===== config.mk =====
export PLATFORM = sky130hd
export DESIGN_NAME = sap_datapath_flat
export DESIGN_NICKNAME = d
export VERILOG_FILES = /design/src/rtl/sap_pkg.sv /design/src/rtl/sap_datapath_if.sv /design/src/rtl/sap_alu.sv /design/src/rtl/sap_datapath.sv /design/src/flat_wrapper.sv
export SDC_FILE = /design/constraint.sdc
export NUM_CORES = 1
export LEC_CHECK = 0
export CAP_MARGIN = 20
export CORE_MARGIN = 4
export CORE_UTILIZATION = 63
export DETAILED_ROUTE_END_ITERATION = 10
export GPL_ROUTABILITY_DRIVEN = 0
export PLACE_DENSITY = 0.85
export SETUP_SLACK_MARGIN = 0.1
export SLEW_MARGIN = 20
export SYNTH_ARGS = -nofsm -noshare
export SYNTH_HDL_FRONTEND = slang
export SYNTH_SLANG_ARGS = --single-unit

===== constraint.sdc =====
create_clock -name clk -period 7.15 [get_ports clk]
set_input_delay 2.145 -clock clk [delete_from_list [all_inputs] [get_ports clk]]
set_output_delay 2.145 -clock clk [all_outputs]
set_load 0.02 [all_outputs]

===== src/rtl/sap_pkg.sv =====
// Shared SAP-1 definitions: control-word bit map, masks, opcodes and widths.
// Latency: n/a (constants, types and pure helper functions only).
// Backpressure: n/a.
package sap_pkg;

    // Bus and register widths; the RAM address is always 4 bits.
    localparam int SAP_DATA_W    = 8;
    localparam int SAP_ADDR_W    = 4;
    localparam int SAP_RAM_DEPTH = 16;
    localparam int CW_W          = 16;

    // Control-word bit positions.
    localparam int CW_HALT = 15;
    localparam int CW_MI   = 14;
    localparam int CW_RI   = 13;
    localparam int CW_RO   = 12;
    localparam int CW_IO   = 11;
    localparam int CW_II   = 10;
    localparam int CW_AI   = 9;
    localparam int CW_AO   = 8;
    localparam int CW_SMO  = 7;
    localparam int CW_SUB  = 6;
    localparam int CW_BI   = 5;
    localparam int CW_OI   = 4;
    localparam int CW_CE   = 3;
    localparam int CW_CO   = 2;

    // Single-bit masks, OR-ed together to build micro-step words.
    localparam logic [CW_W-1:0] M_HALT = 16'h8000;
    localparam logic [CW_W-1:0] M_MI   = 16'h4000;
    localparam logic [CW_W-1:0] M_RI   = 16'h2000;
    localparam logic [CW_W-1:0] M_RO   = 16'h1000;
    localparam logic [CW_W-1:0] M_IO   = 16'h0800;
    localparam logic [CW_W-1:0] M_II   = 16'h0400;
    localparam logic [CW_W-1:0] M_AI   = 16'h0200;
    localparam logic [CW_W-1:0] M_AO   = 16'h0100;
    localparam logic [CW_W-1:0] M_SMO  = 16'h0080;
    localparam logic [CW_W-1:0] M_SUB  = 16'h0040;
    localparam logic [CW_W-1:0] M_BI   = 16'h0020;
    localparam logic [CW_W-1:0] M_OI   = 16'h0010;
    localparam logic [CW_W-1:0] M_CE   = 16'h0008;
    localparam logic [CW_W-1:0] M_CO   = 16'h0004;

    // Opcodes carried in IR[7:4].
    localparam logic [3:0] OP_LDA = 4'b0001;
    localparam logic [3:0] OP_ADD = 4'b0010;
    localparam logic [3:0] OP_OUT = 4'b1110;

    // Control word viewed field by field; MSB first so it matches the bit map.
    typedef struct packed {
        logic       halt;
        logic       mi;
        logic       ri;
        logic       ro;
        logic       io;
        logic       ii;
        logic       ai;
        logic       ao;
        logic       smo;
        logic       sub;
        logic       bi;
        logic       oi;
        logic       ce;
        logic       co;
        logic [1:0] rsvd;
    } ctrl_t;

    // Which source owns the shared bus this cycle.
    typedef enum logic [2:0] {
        SRC_NONE = 3'd0,
        SRC_RAM  = 3'd1,
        SRC_IR   = 3'd2,
        SRC_A    = 3'd3,
        SRC_ALU  = 3'd4,
        SRC_PC   = 3'd5
    } bus_src_e;

    // Number of bus drivers requested by a control word (0..5).
    function automatic logic [2:0] driver_count(input ctrl_t c);
        driver_count = {2'b00, c.ro} + {2'b00, c.io} + {2'b00, c.ao}
                     + {2'b00, c.smo} + {2'b00, c.co};
    endfunction

    // Fixed-priority bus owner: RAM > IR low nibble > A > ALU > PC.
    function automatic bus_src_e select_source(input ctrl_t c);
        if (c.ro)       select_source = SRC_RAM;
        else if (c.io)  select_source = SRC_IR;
        else if (c.ao)  select_source = SRC_A;
        else if (c.smo) select_source = SRC_ALU;
        else if (c.co)  select_source = SRC_PC;
        else            select_source = SRC_NONE;
    endfunction

endpackage


===== src/rtl/sap_datapath_if.sv =====
// Control, program-load and status signals between controller/loader and datapath.
// Latency: n/a (wiring bundle only).
// Backpressure: none; the datapath consumes a control word every clock.
interface sap_datapath_if;
    import sap_pkg::*;

    logic [CW_W-1:0]       cbus;
    logic                  prog_mode;
    logic                  prog_we;
    logic [SAP_ADDR_W-1:0] prog_addr;
    logic [SAP_DATA_W-1:0] prog_data;

    logic [3:0]            instruction;
    logic [SAP_DATA_W-1:0] out_value;
    logic                  halted;
    logic                  carry;
    logic                  zero;
    logic                  bus_conflict;
    logic [SAP_DATA_W-1:0] bus_value;

    // Controller / program loader side.
    modport master (
        output cbus, prog_mode, prog_we, prog_addr, prog_data,
        input  instruction, out_value, halted, carry, zero, bus_conflict, bus_value
    );

    // Datapath side.
    modport slave (
        input  cbus, prog_mode, prog_we, prog_addr, prog_data,
        output instruction, out_value, halted, carry, zero, bus_conflict, bus_value
    );

endinterface


===== src/rtl/sap_alu.sv =====
// Combinational adder/subtractor on the registered A and B values.
// Latency: zero cycles (pure combinational).
// Backpressure: none.
module sap_alu
    import sap_pkg::*;
#(
    parameter int DATA_W = SAP_DATA_W
) (
    input  logic [DATA_W-1:0] a,
    input  logic [DATA_W-1:0] b,
    input  logic              sub,
    output logic [DATA_W-1:0] result,
    output logic              carry
);

    logic [DATA_W-1:0] b_op;
    logic [DATA_W:0]   sum;

    // Subtraction is A + ~B + 1, so carry=1 on subtract means no borrow.
    always_comb begin
        b_op   = sub ? ~b : b;
        sum    = {1'b0, a} + {1'b0, b_op} + {{DATA_W{1'b0}}, sub};
        result = sum[DATA_W-1:0];
        carry  = sum[DATA_W];
    end

endmodule


===== src/rtl/sap_datapath.sv =====
// SAP-1 datapath: PC, MAR, RAM, IR, A, B, ALU, output and halt on one 8-bit bus.
// Latency: every latch captures the current bus on the rising edge the word is present.
// Backpressure: none; cbus ignored while prog_mode is high or after halt.
module sap_datapath
    import sap_pkg::*;
#(
    parameter int RAM_DEPTH = SAP_RAM_DEPTH,
    parameter int DATA_W    = SAP_DATA_W
) (
    input  logic           clk,
    input  logic           reset,
    sap_datapath_if.slave  dp
);

    ctrl_t                 cw;
    logic                  run;
    bus_src_e              src;
    logic [DATA_W-1:0]     bus;
    logic                  multi_drive;

    logic [SAP_ADDR_W-1:0] pc;
    logic [SAP_ADDR_W-1:0] mar;
    logic [DATA_W-1:0]     ir;
    logic [DATA_W-1:0]     a_reg;
    logic [DATA_W-1:0]     b_reg;
    logic [DATA_W-1:0]     out_reg;
    logic                  halted;
    logic                  carry_flag;
    logic                  zero_flag;
    logic                  conflict_flag;

    logic [DATA_W-1:0]     ram [RAM_DEPTH];

    logic [DATA_W-1:0]     alu_result;
    logic                  alu_carry;
    logic                  unused_rsvd;

    assign cw          = ctrl_t'(dp.cbus);
    assign unused_rsvd = ^cw.rsvd;

    // Control words only take effect when the loader is idle and we have not halted.
    assign run = !dp.prog_mode && !halted;

    sap_alu #(.DATA_W(DATA_W)) u_alu (
        .a      (a_reg),
        .b      (b_reg),
        .sub    (cw.sub),
        .result (alu_result),
        .carry  (alu_carry)
    );

    // Bus mux: highest-priority requested source wins; idle bus and load mode read zero.
    always_comb begin
        src         = select_source(cw);
        multi_drive = (driver_count(cw) >= 3'd2);
        bus         = '0;
        if (!dp.prog_mode) begin
            case (src)
                SRC_RAM:  bus = ram[mar];
                SRC_IR:   bus = {{(DATA_W-4){1'b0}}, ir[3:0]};
                SRC_A:    bus = a_reg;
                SRC_ALU:  bus = alu_result;
                SRC_PC:   bus = {{(DATA_W-SAP_ADDR_W){1'b0}}, pc};
                default:  bus = '0;
            endcase
        end
    end

    // Register latches; all sample the same pre-edge bus, so source==dest is safe.
    always_ff @(posedge clk or posedge reset) begin
        if (reset) begin
            pc            <= '0;
            mar           <= '0;
            ir            <= '0;
            a_reg         <= '0;
            b_reg         <= '0;
            out_reg       <= '0;
            halted        <= 1'b0;
            carry_flag    <= 1'b0;
            zero_flag     <= 1'b0;
            conflict_flag <= 1'b0;
        end else if (run) begin
            if (cw.halt) halted  <= 1'b1;
            if (cw.mi)   mar     <= bus[SAP_ADDR_W-1:0];
            if (cw.ii)   ir      <= bus;
            if (cw.ai)   a_reg   <= bus;
            if (cw.bi)   b_reg   <= bus;
            if (cw.oi)   out_reg <= bus;
            if (cw.ce)   pc      <= pc + 1'b1;
            // Flags only track an ALU result actually written back into A.
            if (cw.ai && src == SRC_ALU) begin
                carry_flag <= alu_carry;
                zero_flag  <= (bus == '0);
            end
            if (multi_drive) conflict_flag <= 1'b1;
        end
    end

    // RAM port: bus write from the program, or loader write while in prog_mode; never reset.
    always_ff @(posedge clk) begin
        if (!reset && run && cw.ri) begin
            ram[mar] <= bus;
        end else if (dp.prog_mode && dp.prog_we) begin
            ram[dp.prog_addr] <= dp.prog_data;
        end
    end

    assign dp.instruction  = ir[7:4];
    assign dp.out_value    = out_reg;
    assign dp.halted       = halted;
    assign dp.carry        = carry_flag;
    assign dp.zero         = zero_flag;
    assign dp.bus_conflict = conflict_flag;
    assign dp.bus_value    = bus;

endmodule


===== src/flat_wrapper.sv =====
// flat-port wrapper written by rule: the top's interface ports become plain ports
module sap_datapath_flat import sap_pkg::*;
#(
    parameter int RAM_DEPTH = SAP_RAM_DEPTH,
    parameter int DATA_W    = SAP_DATA_W
)
  (clk, reset, dp_cbus, dp_prog_mode, dp_prog_we, dp_prog_addr, dp_prog_data, dp_instruction, dp_out_value, dp_halted, dp_carry, dp_zero, dp_bus_conflict, dp_bus_value);
  sap_datapath_if dp_i ();
  input  logic clk;
  input  logic reset;
  input wire logic [$bits(dp_i.cbus)-1:0] dp_cbus;
  input wire logic [$bits(dp_i.prog_mode)-1:0] dp_prog_mode;
  input wire logic [$bits(dp_i.prog_we)-1:0] dp_prog_we;
  input wire logic [$bits(dp_i.prog_addr)-1:0] dp_prog_addr;
  input wire logic [$bits(dp_i.prog_data)-1:0] dp_prog_data;
  output wire logic [$bits(dp_i.instruction)-1:0] dp_instruction;
  output wire logic [$bits(dp_i.out_value)-1:0] dp_out_value;
  output wire logic [$bits(dp_i.halted)-1:0] dp_halted;
  output wire logic [$bits(dp_i.carry)-1:0] dp_carry;
  output wire logic [$bits(dp_i.zero)-1:0] dp_zero;
  output wire logic [$bits(dp_i.bus_conflict)-1:0] dp_bus_conflict;
  output wire logic [$bits(dp_i.bus_value)-1:0] dp_bus_value;
  assign dp_i.cbus = dp_cbus;
  assign dp_i.prog_mode = dp_prog_mode;
  assign dp_i.prog_we = dp_prog_we;
  assign dp_i.prog_addr = dp_prog_addr;
  assign dp_i.prog_data = dp_prog_data;
  assign dp_instruction = dp_i.instruction;
  assign dp_out_value = dp_i.out_value;
  assign dp_halted = dp_i.halted;
  assign dp_carry = dp_i.carry;
  assign dp_zero = dp_i.zero;
  assign dp_bus_conflict = dp_i.bus_conflict;
  assign dp_bus_value = dp_i.bus_value;
  sap_datapath #(.RAM_DEPTH(RAM_DEPTH), .DATA_W(DATA_W)) u_core (.clk(clk), .reset(reset), .dp(dp_i));
endmodule

==> out/qor.yml, run 1 <==
status: "completed"
ant_nets: 0
wl_um: 17700
routedWlPerCell_um: 23.7
rrSetupSlack_ns: 4.08
gr-total-overflow: 0
grt_pass1_wl_um: 28200
hold_buffers: 0
sw_frac_of_total_pct: 25.7
pwr-share-comb_pct: 14.9
netlist.area_leader.share_pct: 51.0
postCtsSetupBuffers: 0
p_per_area_nw_per_um2: 274
endpoint_kind: "primary output"
cts.sink_count: 172
hold_class: "flip-flop to flip-flop"
synth_edf_count: 128
p_switching_mw: 0.621
nFillCells: 686
irDropWorstVdd_mv: 0.204
yosysUniqueCellTypes: 47
synth_area_leaders: "edfxtp_1, dfrtp_1, mux4_2"
cp-start-kind: "input pin"
criticalPathCategory: "input pin to primary output"
cap_violations: 0
drt-initial-drc-count: 733
max_freq_ghz: 0.146
cp_slowest_cell: "nor4_2"
fin_nets: 638
grt_pass1_vias: 5011
row_count: 39
worst_slack_ns: 0.306
die_x_um: 117
multiInputGateArea_um2: 2360
drt-vias-per-instance: 6.53
grt_start_max_net_pins: 46
crit_required_ns: 5.01
finalClockSkew_ns: 0.00969
die_h_um: 117
cts_buffer_depth: 2
antenna_cells: 0
setup_viol: 0
pre_cts_slack_ns: -0.0784
seq_area_frac_synth_pct: 65.7
busiest_layer: "met2"
worstMarginPinSlew_ns: 1.10
drt_first_pass_iters: 6
hold_viol: 0
core_region_area_um2: 11600
crit_path_frequent_cell: "clkdlybuf4s50_1"
leakage_nw: 3.30
clockRootBuffer: "clkbuf_16"
syn-num-nets: 572
grtUsageMet2_pct: 45.2
fin_tns_setup_ns: 0
power_frac_seq_pct: 48.2
crit_path_max_incr_delay_ns: 0.58
finish.utilization_pct: 76.3
met1_usage_pct: 35.2
clk_pin_slew_ns: 0.06
worstSkewPairLatency_ns: 0.43
drc: 0
rsz0062_at_grt: "no"
finalCritPeriodShare_pct: 95.7
die_area_um2: 13800
htree_levels: 4
async_flop_share_pct: 25.6
cts_tree: "yes"
num_vias: 4877
ys_ff_latch: 172
ys_warn_count: 0
largest_register_ffs: 128
fin_crit_ns: 6.84
hpwl_um: 11600
synth_flop_cell: "edfxtp_1"
synthCells: 526
areaGrowthSynthToFinish_pct: 17.2
synth.largest_area_cell: "edfxtp_1"
p_int_mw: 1.80
path_max_fanout: 6
pwr-share-clk_pct: 36.9
regArea_um2: 4950
drive_gt1_share_pct: 14.9
synthesis.area_um2: 7530
initial_core_util_pct: 65.1
numCtsBuffers: 17
yosysMostFrequentCell: "edfxtp_1"
synth_area_per_cell_um2: 14.3
cp.arrival_ns: 4.70
maxSlewViolCount: 0
critical_path.cell_chain: "clkdlybuf4s50_1 -> nor4_2 -> a21o_1 -> a41oi_1 -> a31oi_1 -> inv_1 -> clkdlybuf4s50_1"
port_buffers: 53
relSlewSlack_pct: 26.7
io_pins: 56
grt_antenna_before_repair: 0
synth_common_cells: "edfxtp_1, nand2_1, dfrtp_1"
grtUsageTotal_pct: 27.0
gr-usage-met3_pct: 6.45
regMostFlops: "u_core.ram"
critical path, delay by kind of cell:
| kind | cells | cell delay [ns] |
|---|---|---|
| AND/OR/NAND/NOR | 1 | 0.58 |
| buffers and inverters | 3 | 1.15 |
| AO/OA/AOI/OAI | 3 | 0.81 |
cell type report:
| class | instances | area share (%) |
|---|---|---|
| clock inverter | 14 | 1.63 |
| tap | 143 | 2.03 |
| timing repair buffer | 71 | 7.71 |
| multi-input combinational | 305 | 26.7 |
| inverter | 25 | 1.06 |
| sequential | 172 | 56.0 |
| clock buffer | 17 | 4.82 |
power by group through the flow:
stage                     Combinational (mW)  Clock [mW]  Sequential, mW
after floorplan                        0.227           0            1.18
after global placement                 0.328           0            1.19
after detailed placement               0.344           0            1.19
after CTS                              0.349       0.898            1.17
after global routing                   0.391       0.946            1.17
final                                  0.360       0.893            1.17
kinds of logic (layout without fill, tap and decap cells):
| kind of cell | Yosys count | count (layout) | synth area share (%) |
|---|---|---|---|
| adders and majority gates | 14 | 14 | 2.63 |
| and+or+nand+nor | 147 | 147 | 8.67 |
| DFF | 172 | 172 | 65.7 |
| buffers and inverters | 49 | 127 | 3.14 |
| xor gates and xnor gates | 14 | 14 | 1.63 |
| AOI/OAI and AO/OA | 89 | 89 | 7.31 |
| muxes | 41 | 41 | 11.0 |
path summary, 6_finish.rpt:
path | startpoint | depth (start not counted) | endpoint
setup reg to reg | u_core.mar[0] | 7 | u_core.ram[7][2]
setup / recovery | dp_cbus[8] | 7 | dp_bus_value[1]
hold / removal | u_core.pc[3] | 1 | u_core.pc[3]
min in group asynchronous | reset | 3 | u_core.dp.out_value[5]
hold reg to reg | u_core.pc[3] | 1 | u_core.pc[3]
max in group asynchronous | reset | 3 | u_core.mar[0]
per-stage QoR:
| stage | hold slack (ns) | total power [mW] | cell area [um2] | cells |
|---|---|---|---|---|
| after CTS | 0.472 | 2.42 | 8800 | 746 |
| final | 0.470 | 2.42 | 8820 | 747 |
| after global placement | 0.440 | 1.52 | 8230 | 715 |
| after detailed placement | 0.459 | 1.54 | 8230 | 715 |
| after global routing | 0.495 | 2.51 | 8820 | 747 |
| after floorplan | 0.442 | 1.41 | 7530 | 526 |
timing repair:
| item | CTS | global route |
|---|---|---|
| pin swaps | 0 | 0 |
| endpoints found under the hold margin | 0 | 0 |
| gates cloned | 0 | 0 |
| endpoints found under the setup margin | 5 | 1 |
| gates resized for setup | 1 | 2 |
per-layer routing:
layer | part of all wire [%] | vias up | routed length (um)
li1 | - | 2095 | -
met1 | 37 | 2399 | 6550
met2 | 51 | 323 | 8950
met3 | 9.4 | 60 | 1660
met4 | 3.0 | 0 | 534
met5 | 0 | - | 0
placed cells by master, fill, tap and decap left out, types with 3 or more instances in the layout:
cell / netlist / routed
a21o_1: 5 / 5
a21oi_1: 14 / 14
a22oi_1: 3 / 3
a31oi_1: 6 / 6
a32oi_1: 6 / 6
and3_1: 6 / 6
buf_4: 4 / 17
clkbuf_16: 0 / 17
clkdlybuf4s50_1: 0 / 52
clkinv_1: 0 / 3
clkinv_2: 0 / 3
dfrtp_1: 44 / 43
edfxtp_1: 128 / 128
fa_1: 3 / 3
ha_1: 11 / 11
inv_1: 25 / 24
mux2i_1: 6 / 6
mux4_2: 33 / 33
nand2_1: 82 / 82
nand3_1: 9 / 9
nand4_1: 4 / 4
nor2_1: 28 / 28
nor3b_1: 3 / 3
o21ai_0: 31 / 31
o21ai_1: 13 / 13
xnor2_1: 4 / 4
xor2_1: 10 / 10
Power figures use the tool's default switching activity.
==> run 2, diff against run 1 <==
- SETUP_SLACK_MARGIN: 0.1 -> 0.4
==> run 2 against run 1 <==
First-iteration DRC count rose by 4.2%. Critical path depth is 4 higher. Worst hold slack better by 0.0026 ns. Clock-buffer cell count is the same. Cell count up 0.13%. Critical endpoint is now dp_bus_value[6]. Sequential share of layout area shrank 0.23 points. Die area did not move. Fmax rose by 1.8%. Routed wire length up 0.51%.
==> out/qor.yml, run 2 (same netlist as run 1, synthesis figures left out) <==
status: "completed"
nFillCells: 679  # -1.0%
mostFrequentLayoutCells: "edfxtp_1, nand2_1, clkdlybuf4s50_1"
drt_first_pass_iters: 6  # unchanged
grt_start_max_net_pins: 46  # unchanged
hold_class: "flip-flop to flip-flop"
total_power_mw: 2.43  # +0.14%
cts_buffer_depth: 2  # unchanged
fin_crit_ns: 6.73  # -0.119 ns
worst_slack_ns: 0.424  # +0.119 ns
design_area_um2: 8860  # +0.41%
hpwl_um: 11600  # unchanged
grt_pass1_wl_um: 28300  # +0.19%
criticalPathCategory: "input pin to primary output"
crit_required_ns: 5.01  # about the same
pwr-share-clk_pct: 36.8  # about the same
die_h_um: 117  # unchanged
antenna_cells: 0  # unchanged
ant_nets: 0  # unchanged
drt-initial-drc-count: 764  # +4.2%
p_switching_mw: 0.624  # +0.40%
p_per_area_nw_per_um2: 274  # -0.27%
setup_viol: 0  # unchanged
max_freq_ghz: 0.149  # +1.8%
cp.arrival_ns: 4.58  # -0.12 ns
htree_levels: 4  # unchanged
initial_core_util_pct: 65.1  # unchanged
irDropWorstVdd_mv: 0.204  # about the same
die_area_um2: 13800  # unchanged
leakage_nw: 3.33  # +0.93%
power_frac_seq_pct: 48.2  # about the same
maxSlewViolCount: 0  # unchanged
layout_commonest_cell: "edfxtp_1"
num_vias: 4846  # -0.64%
grt_pass1_vias: 5008  # -0.060%
p_int_mw: 1.80  # about the same
row_count: 39  # unchanged
finalClockSkew_ns: 0.0154  # +0.00573 ns
cap_violations: 0  # unchanged
cp-start-kind: "input pin"
sw_frac_of_total_pct: 25.7  # +0.065 points
fin_nets: 639  # +0.16%
pre_cts_slack_ns: -0.0784  # unchanged
grtUsageTotal_pct: 27.1  # +0.053 points
cts.sink_count: 172  # unchanged
path_max_fanout: 5  # -1
die_x_um: 117  # unchanged
worstSkewPairLatency_ns: 0.43  # about the same
relSlewSlack_pct: 26.0  # -0.72 points
regMostFlops: "u_core.ram"
io_pins: 56  # unchanged
port_buffers: 53  # unchanged
routedWlPerCell_um: 23.8  # +0.37%
wl_um: 17800  # +0.51%
finalCritPeriodShare_pct: 94.1  # -1.7 points
drt-vias-per-instance: 6.48  # -0.77%
grt_antenna_before_repair: 0  # unchanged
hold_viol: 0  # unchanged
worstMarginPinSlew_ns: 1.11  # +0.0108 ns
drc: 0  # unchanged
finish.utilization_pct: 76.6  # +0.31 points
endpoint_kind: "primary output"
drive_gt1_share_pct: 15.5  # +0.64 points
clockRootBuffer: "clkbuf_16"
pwr-share-comb_pct: 15.0  # about the same
rsz0062_at_grt: "yes"
core_region_area_um2: 11600  # unchanged
dpl_cell_area_um2: 8230  # unchanged
numCtsBuffers: 17  # unchanged
areaGrowthSynthToFinish_pct: 17.7
clk_pin_slew_ns: 0.06  # about the same
gr-total-overflow: 0  # unchanged
largest_register_ffs: 128  # unchanged
cts_tree: "yes"
hold_buffers: 0  # unchanged
[run 2: worst max-delay path, stage by stage]
cell	delay, ns
clkdlybuf4s15_2	0.26
xor2_1	0.27
inv_1	0.09
fa_1	0.40
nand3b_1	0.21
a21oi_1	0.19
o21ai_0	0.16
a32oi_1	0.26
a2bb2oi_2	0.21
inv_1	0.07
dlygate4sd2_1	0.32
[run 2: path summary, 6_finish.rpt]
kind                               start                     end  slack (ns)  cells after the start
min                         u_core.pc[3]            u_core.pc[3]        0.47                      1
min in group asynchronous          reset  u_core.dp.out_value[5]        2.18                      3
max                           dp_cbus[6]         dp_bus_value[6]        0.42                     11
min reg2reg                 u_core.pc[3]            u_core.pc[3]        0.47                      1
max in group asynchronous          reset           u_core.mar[0]        4.56                      3
max reg2reg                u_core.mar[0]        u_core.ram[3][4]        4.11                      7
[run 2: power groups by stage]
| stage | clock network [mW] | registers [mW] | logic, mW |
|---|---|---|---|
| 2_1_floorplan | 0 | 1.18 | 0.227 |
| 3_3_place_gp | 0 | 1.19 | 0.328 |
| 3_5_place_dp | 0 | 1.19 | 0.344 |
| 4_1_cts | 0.898 | 1.17 | 0.349 |
| 5_1_grt | 0.947 | 1.17 | 0.393 |
| 6_report | 0.894 | 1.17 | 0.363 |
[run 2: layer usage]
layer / part of all wire, % / vias to the layer above / global-route usage, %
li1: - / 2099 / -
met1: 37 / 2374 / 35.2
met2: 51 / 329 / 45.1
met3: 9.7 / 44 / 6.54
met4: 2.7 / 0 / 9.53
met5: 0 / - / 0
[run 2: timing repair]
item                                    CTS  global route
pin swaps                                 0             1
endpoints found under the setup margin    7             5
resized for setup                         6             5
setup buffers                             0             1
[run 2: final cells by class]
cell class              instances  area (um2)  share of cell area, %
clock inverters                14         144                   1.62
multi-input cells             305        2380                   26.8
flip-flops and latches        172        4950                   55.8
inverters                      25        93.8                   1.06
clock buffers                  17         425                   4.80
repair buffers                 72         694                   7.84
well taps                     143         179                   2.02
[run 2: stage by stage]
stage | std cells | TNS [ns] | hold WS [ns]
floorplan | 526 | 0 | 0.442
global placement | 715 | 0 | 0.440
detailed placement | 715 | -0.0784 | 0.459
CTS | 746 | 0 | 0.472
global route | 748 | 0 | 0.495
finish | 748 | 0 | 0.472
==> run 3, diff against run 2 <==
- ABC_CLOCK_PERIOD_IN_PS: default -> 7150
- TNS_END_PERCENT: default -> 10
==> run 3 against run 2 <==
Die area unchanged. Worst setup slack got worse by 0.050 ns. Combinational power hardly changed. Largest cell class unchanged. Highest routed layer unchanged.
==> out/qor.yml, run 3 (same netlist as run 1, synthesis figures left out) <==
status: "completed"
cts_tree: "yes"
met2_length_um: 8890  # -1.4%
wl_met1_um: 6590  # +0.41%
cts.sink_count: 172  # unchanged
wl_um: 17800  # +0.24%
drc: 0  # unchanged
drt-vias-per-instance: 6.44  # -0.63%
layout_commonest_cell: "edfxtp_1"
grt_antenna_before_repair: 0  # unchanged
port_buffers: 53  # unchanged
clockRootBuffer: "clkbuf_16"
grtUsageTotal_pct: 27.0  # -0.042 points
antenna_cells: 0  # unchanged
cts_buffer_depth: 2  # unchanged
areaGrowthSynthToFinish_pct: 17.5
numCtsBuffers: 17  # unchanged
setup_viol: 0  # unchanged
routedWlPerCell_um: 23.9  # +0.38%
htree_levels: 4  # unchanged
maxSlewViolCount: 0  # unchanged
highest_layer: "met4"
regMostFlops: "u_core.ram"
core_region_area_um2: 11600  # unchanged
dpl_cell_area_um2: 8230  # unchanged
dr_wl_met3_um: 1770  # +2.0%
relSlewSlack_pct: 28.1  # +2.1 points
cp.arrival_ns: 4.63  # +0.05 ns
drt-initial-drc-count: 685  # -10%
die_area_um2: 13800  # unchanged
endpoint_kind: "primary output"
fin_nets: 638  # -0.16%
p_per_area_nw_per_um2: 274  # +0.19%
die_h_um: 117  # unchanged
gr-total-overflow: 0  # unchanged
grt_pass1_vias: 5011  # +0.060%
row_count: 39  # unchanged
worstSkewPairLatency_ns: 0.43  # about the same
max_freq_ghz: 0.148  # -0.74%
ant_nets: 0  # unchanged
irDropWorstVdd_mv: 0.203  # -0.13%
finalClockSkew_ns: 0.00902  # -0.00640 ns
leakage_nw: 3.33  # about the same
rsz0062_at_grt: "yes"
clk_pin_slew_ns: 0.06  # about the same
die_x_um: 117  # unchanged
hold_class: "flip-flop to flip-flop"
criticalPathCategory: "input pin to primary output"
path_max_fanout: 6  # +1
drive_gt1_share_pct: 15.1  # -0.47 points
io_pins: 56  # unchanged
finalCritPeriodShare_pct: 94.8  # +0.70 points
grt_start_max_net_pins: 46  # unchanged
grt_pass1_wl_um: 28200  # -0.17%
fin_crit_ns: 6.78  # +0.0504 ns
worstMarginPinSlew_ns: 1.07  # -0.0312 ns
cp-start-kind: "input pin"
design_area_um2: 8850  # -0.13%
cap_violations: 0  # unchanged
crit_required_ns: 5.01  # about the same
hold_viol: 0  # unchanged
drt_first_pass_iters: 5  # -1
hpwl_um: 11600  # unchanged
total_power_mw: 2.43  # about the same
largest_register_ffs: 128  # unchanged
nFillCells: 682  # +0.44%
num_vias: 4809  # -0.76%
initial_core_util_pct: 65.1  # unchanged
mostFrequentLayoutCells: "edfxtp_1, nand2_1, clkdlybuf4s50_1"
[run 3: changes by cell type in the layout (fill, tap and decap cells not counted), sizes merged]
cell,before,now
clkdlybuf4s50,49,50
dlygate4sd2,2,1
buf,19,18
[run 3: critical path, stage by stage]
cell and delay, ns:
clkdlybuf4s50_1 0.57, nor4_4 0.49, a21o_1 0.36, a41oi_1 0.10, a31oi_1 0.34, inv_1 0.06
clkdlybuf4s50_1 0.56
[run 3: timing repair]
action / CTS / global route
setup endpoints to repair: 7 / 7
resized for setup: 4 / 5
setup buffers: 0 / 0
pin swaps: 0 / 0
hold buffers: 0 / 0
[run 3: layout make-up]
class                   count  area (um2)  share of cell area [%]
clock inverters            14         144                    1.63
inverters                  25        93.8                    1.06
well taps                 143         179                    2.02
clock buffers              17         425                    4.81
multi-input cells         305        2370                    26.8
flip-flops and latches    172        4950                    55.9
repair buffers             71         688                    7.78
[run 3: power by group]
part	internal (mW)	switching, mW
Clock	0.512	0.383
Combinational	0.157	0.207
Sequential	1.13	0.0361
Total	1.80	0.625
[run 3: final timing paths]
path                               start                endpoint  slack [ns]  cells past startpoint
min                         u_core.pc[3]            u_core.pc[3]        0.47                      1
max                           dp_cbus[8]         dp_bus_value[1]        0.37                      7
min reg2reg                 u_core.pc[3]            u_core.pc[3]        0.47                      1
min in group asynchronous          reset  u_core.dp.out_value[5]        2.17                      3
max reg2reg                u_core.mar[0]        u_core.ram[7][2]        4.06                      7
max in group asynchronous          reset           u_core.mar[0]        4.57                      3
[run 3: routing by layer]
metal	GRT usage, %	up-vias
met2	44.9	308
li1	-	2097
met5	0	-
met4	9.68	0
met3	6.54	59
met1	35.2	2345
[run 3: metrics by stage]
stage	setup slack (ns)	std cells	TNS (ns)	hold slack, ns	utilization [%]
2_1_floorplan	1.01	526	0	0.442	-
3_3_place_gp	0.0211	715	0	0.440	71.2
3_5_place_dp	-0.0784	715	-0.0784	0.459	71.2
4_1_cts	0.322	746	0	0.472	76.1
5_1_grt	0.254	747	0	0.495	76.5
6_report	0.374	747	0	0.471	76.5
